$ cat src/rtl/reg_dump_pkg.sv
// Shared constants and FSM encoding for the register-dump streamer.
package reg_dump_pkg;

  localparam int DUMP_DATA_WIDTH = 8;
  localparam int DUMP_ADDR_WIDTH = 2;
  localparam int DUMP_NUM_REGS   = 4;
  localparam logic [DUMP_DATA_WIDTH-1:0] DUMP_HEADER = 8'hA5;

  typedef enum logic [2:0] {
    S_IDLE,
    S_HEADER,
    S_READ,
    S_SEND,
    S_CHK,
    S_DONE
  } dump_state_e;

endpackage

$ cat src/rtl/reg_dump_unit.sv
// Streams header, R0..R(N-1), XOR checksum; 2*NUM_REGS+3 cycles start-to-done with no stalls.
// Backpressure: tx byte and valid hold while tx_ready is low; writeback held off via hold_req.
module reg_dump_unit
  import reg_dump_pkg::*;
#(
  parameter int                    DATA_WIDTH = DUMP_DATA_WIDTH,
  parameter int                    ADDR_WIDTH = DUMP_ADDR_WIDTH,
  parameter int                    NUM_REGS   = DUMP_NUM_REGS,
  parameter logic [DATA_WIDTH-1:0] HEADER     = DUMP_HEADER
) (
  input  logic                  i_clk,
  input  logic                  i_reset_n,
  input  logic                  i_start,
  output logic [ADDR_WIDTH-1:0] o_rd_addr,
  input  logic [DATA_WIDTH-1:0] i_rd_data,
  output logic                  o_hold_req,
  output logic [DATA_WIDTH-1:0] o_tx_data,
  output logic                  o_tx_valid,
  input  logic                  i_tx_ready,
  output logic                  o_busy,
  output logic                  o_done
);

  localparam logic [ADDR_WIDTH-1:0] LAST_IDX = ADDR_WIDTH'(NUM_REGS - 1);

  dump_state_e           r_state, w_state_nxt;
  logic [ADDR_WIDTH-1:0] r_idx, w_idx_nxt;
  logic [DATA_WIDTH-1:0] r_data_q, w_data_nxt;
  logic [DATA_WIDTH-1:0] r_checksum, w_chk_nxt;
  logic                  w_hs;

  assign w_hs = o_tx_valid & i_tx_ready;

  always_comb begin
    w_state_nxt = r_state;
    w_idx_nxt   = r_idx;
    w_data_nxt  = r_data_q;
    w_chk_nxt   = r_checksum;
    case (r_state)
      S_IDLE: begin
        if (i_start) begin
          w_state_nxt = S_HEADER;
          w_idx_nxt   = '0;
          w_chk_nxt   = '0;
        end
      end
      S_HEADER: if (w_hs) w_state_nxt = S_READ;
      S_READ: begin
        // Register is snapshotted here, one cycle ahead of its byte going out.
        w_data_nxt  = i_rd_data;
        w_chk_nxt   = r_checksum ^ i_rd_data;
        w_state_nxt = S_SEND;
      end
      S_SEND: begin
        if (w_hs) begin
          if (r_idx == LAST_IDX) begin
            w_state_nxt = S_CHK;
          end else begin
            w_idx_nxt   = r_idx + 1'b1;
            w_state_nxt = S_READ;
          end
        end
      end
      S_CHK:   if (w_hs) w_state_nxt = S_DONE;
      S_DONE:  w_state_nxt = S_IDLE;
      default: w_state_nxt = S_IDLE;
    endcase
  end

  always_ff @(posedge i_clk) begin
    if (!i_reset_n) begin
      r_state    <= S_IDLE;
      r_idx      <= '0;
      r_data_q   <= '0;
      r_checksum <= '0;
    end else begin
      r_state    <= w_state_nxt;
      r_idx      <= w_idx_nxt;
      r_data_q   <= w_data_nxt;
      r_checksum <= w_chk_nxt;
    end
  end

  // All outputs decode registered state only; no input reaches an output combinationally.
  always_comb begin
    o_tx_valid = 1'b0;
    o_tx_data  = '0;
    case (r_state)
      S_HEADER: begin
        o_tx_valid = 1'b1;
        o_tx_data  = HEADER;
      end
      S_SEND: begin
        o_tx_valid = 1'b1;
        o_tx_data  = r_data_q;
      end
      S_CHK: begin
        o_tx_valid = 1'b1;
        o_tx_data  = r_checksum;
      end
      default: ;
    endcase
  end

  assign o_rd_addr  = r_idx;
  assign o_hold_req = (r_state == S_HEADER) || (r_state == S_READ) ||
                      (r_state == S_SEND)   || (r_state == S_CHK);
  assign o_busy     = (r_state != S_IDLE);
  assign o_done     = (r_state == S_DONE);

endmodule

$ cat config.mk
export PLATFORM = sky130hd
export DESIGN_NAME = reg_dump_unit
export DESIGN_NICKNAME = d
export VERILOG_FILES = /design/src/rtl/reg_dump_pkg.sv /design/src/rtl/reg_dump_unit.sv
export SDC_FILE = /design/constraint.sdc
export NUM_CORES = 1
export LEC_CHECK = 0
export ABC_AREA = 1
export CORE_ASPECT_RATIO = 0.75
export CORE_MARGIN = 10
export CORE_UTILIZATION = 53
export DETAILED_ROUTE_END_ITERATION = 8
export GPL_TIMING_DRIVEN = 0
export HOLD_SLACK_MARGIN = 0.06
export MAX_ROUTING_LAYER = met4
export PLACE_DENSITY = 0.94
export SLEW_MARGIN = 20
export SYNTH_ARGS = -nofsm -noshare
export SYNTH_HDL_FRONTEND = slang
export SYNTH_SLANG_ARGS = --single-unit
$ cat constraint.sdc
create_clock -name i_clk -period 2 [get_ports i_clk]
set_clock_uncertainty 0.05 [all_clocks]
set_input_delay 0.4 -clock i_clk [delete_from_list [all_inputs] [get_ports i_clk]]
set_output_delay 0.4 -clock i_clk [all_outputs]
set_load 0.01 [all_outputs]
==> metrics.yaml <==
outcome:
  status: "finished clean"
sta:
  finalHoldViolations: 0
  period_minus_slack_ps: 1920
  rsz0062_at_grt: "true"
  clock.fmax_mhz: 520
  maxSlewHeadroom_pct: 69.1
  final-max-slew-violation-count: 0
  worst_pin_slew_ps: 463
  setup_viol: 0
  post-route-period-util_pct: 96.2
  layout_setup_ws_ps: 75.8
clock_tree:
  clk_path_buf_depth: 2
  cts_tree: "yes"
  cts_sinks: 21
  clock_latency_ps: 300
  cts_buffers: 3
  ctsHoldBuffers: 0
  path_clk_slew_ps: 120
  cts_root_buf: "clkbuf_4"
  htreeDepth: 1
setup_path:
  cpLargestDelayFamily: "buffers and inverters"
  path_class: "flop to output port"
  end_kind: "output port"
  crit_slowest_cell: "dfxtp_1"
  worstPathMaxFanout: 6
  r2r_start: "r_state[2]$_SDFFE_PN0P_"
  r2r_setup_slack_ps: 620
  critPathMaxStageDelay_ps: 350
  cp.arrival_ps: 1470
  critPathLaunchType: "flop"
  cp.required_ps: 1550
  crit_start: "r_state[2]$_SDFFE_PN0P_"
  cp_num_buf_inv: 4
  path_cells: "buf_6 -> buf_4 -> inv_2 -> nor3_1 -> dlygate4sd2_1"
layout:
  final_cell_mix: "nand2_1 (29), a21oi_1 (21), dfxtp_1 (19)"
  seq_area_um2: 428
  fin_area_mm2: 0.00148
  drive_above_1_share_pct: 21.5
  antennaDiodeCount: 0
  layout_commonest_cell: "nand2_1"
  multiInputGateArea_um2: 639
  final_nets: 200
  fillers: 153
  areaGrowthSynthToFinish_pct: 28.7
floorplan:
  die_w_um: 73.8
  initial_core_util_pct: 56.6
  coreArea_mm2: 0.00203
  fp-row-count: 14
  ios: 26
  dieArea_mm2: 0.00445
  die_h_um: 60.3
drt:
  post_drt_via_cell_ratio: 5.44
  drt_iter0_drc: 80
  wire_per_inst_um: 14.8
  totalWireLength_mm: 3.10
  ant_nets: 0
  firstDrtPassIters: 4
  route.detailed.drc: 0
  num_vias: 1143
synthesis:
  synth_top_family_by_area: "simple AND/OR/NAND/NOR gates"
  syn-cell-area_mm2: 0.00115
  netlist_top_cells_area: "dfxtp_1 (37%), nand2_1 (9.5%), a21oi_1 (9.1%), nand3_2 (7.0%), nand3_1 (6.5%)"
  synthSimpleGateAreaFrac_pct: 38.2
  yosys_register_bits: 21
  synth_mux_area_share_pct: 0
  ys_seq_area_share_pct: 36.6
  synth_compound_area_share_pct: 14.8
  synth.distinct_cells: 23
  yosys_warnings: 0
  synth_top_cell_area_share_pct: 36.6
  synth-adder-area-share_pct: 1.09
  syn_avg_cell_area_um2: 7.52
  synth_top_area_cell: "dfxtp_1"
  synthCells: 153
  synthXorXnorAreaFrac_pct: 0
  synth_fp_nets: 166
global_route:
  grt_pass1_wl_mm: 5.20
  grt_pass1_vias: 1138
  antenna_found_initial: 0
  track_usage_pct: 15.2
  grt_start_max_net_pins: 12
  gr-total-overflow: 0
power:
  switchingPower_uw: 358
  seq_power_share_pct: 47.3
  switching_share_pct: 34.9
  leakage_nw: 0.588
  combPwrFrac_pct: 32.4
  powerDensity_mw_per_mm2: 692
  p_clk_share_pct: 20.3
  vdd_drop_max_uv: 483
  power.total_mw: 1.02
  intPower_uw: 666
placement:
  dp_hpwl_mm: 2.29
  gp_congestion: 0.840
  placed_cell_area_mm2: 0.00143
  port_buffers: 25
  dpl_worst_slack_ps: -102
flow_run:
  drv_cap: 0
worst_hold_path:
  min_from: "r_data_q[7]$_SDFFE_PN0P_"
  hp-class: "flop to flop"
==> sequential cells by signal (all words and copies together) (netlist names) <==
name	count
o_rd_addr	2
r_checksum	8
r_data_q	8
r_state	3
==> stage by stage <==
stage / util, % / cells / setup TNS, ps / hold slack [ps]
floorplan: - / 153 / 0 / 388
global placement: 70.4 / 202 / -381 / 396
detailed placement: 70.4 / 202 / -600 / 400
CTS: 73.0 / 208 / 0 / 418
global route: 72.8 / 210 / -1.29 / 442
finish: 72.8 / 210 / 0 / 418
==> area by class of cell <==
| cell class | count | share of cell area (%) |
|---|---|---|
| Inverter | 20 | 5.41 |
| Clock buffer | 4 | 1.78 |
| Sequential cell | 21 | 28.9 |
| Tap cell | 24 | 2.03 |
| Timing Repair Buffer | 29 | 16.7 |
| Multi-Input combinational cell | 109 | 43.2 |
| Buffer | 3 | 2.03 |
==> worst paths after layout <==
check / end / cells after the start
worst max register to register: r_checksum[0]$_SDFFE_PN0P_ / 8
worst min register to register: r_data_q[7]$_SDFFE_PN0P_ / 2
worst max-delay path: o_done / 5
worst min-delay path: r_data_q[7]$_SDFFE_PN0P_ / 2
==> synthesized netlist by cell type (all sizes together) <==
library cell and instances:
nand2 36, nand3 24, a21oi 21, dfxtp 21, inv 19, o21ai 13
nor2 12, buf 2, clkbuf 1, clkinv 1, ha 1, nand4 1
nor3 1
==> per-layer routing <==
layer	up-vias	share of wire [%]	track usage, %
li1	578	-	-
met1	517	42	17.3
met2	36	48	24.6
met3	12	7.6	4.08
met4	0	2.5	6.90
met5	-	0	-
==> power groups by stage <==
| stage | registers, mW | logic (mW) | clock network [mW] |
|---|---|---|---|
| 2_1_floorplan | 0.485 | 0.196 | 0 |
| 3_3_place_gp | 0.485 | 0.323 | 0 |
| 3_5_place_dp | 0.487 | 0.335 | 0 |
| 4_1_cts | 0.483 | 0.331 | 0.207 |
| 5_1_grt | 0.488 | 0.372 | 0.223 |
| 6_report | 0.484 | 0.332 | 0.208 |
==> logic make-up (layout without fill, tap and decap cells) <==
group / Yosys count / count (layout)
buf+inv: 23 / 56
compound gates: 34 / 34
simple gates: 74 / 74
flops: 21 / 21
fa+ha+maj: 1 / 1
==> tightest hold or removal path: cells and delay by family, from the launching register on <==
| family | cells | cell delay (ps) |
|---|---|---|
| flip-flops | 1 | 320 |
| AND/OR/NAND/NOR | 1 | 60 |
| AO/OA/AOI/OAI | 1 | 50 |
==> repair_timing <==
action / CTS / global route
pin swaps: 1 / 0
buffers inserted: 2 / 2
setup endpoints to repair: 12 / 7
resized for setup: 25 / 14
Note: power is estimated with default switching activity, not from simulation.
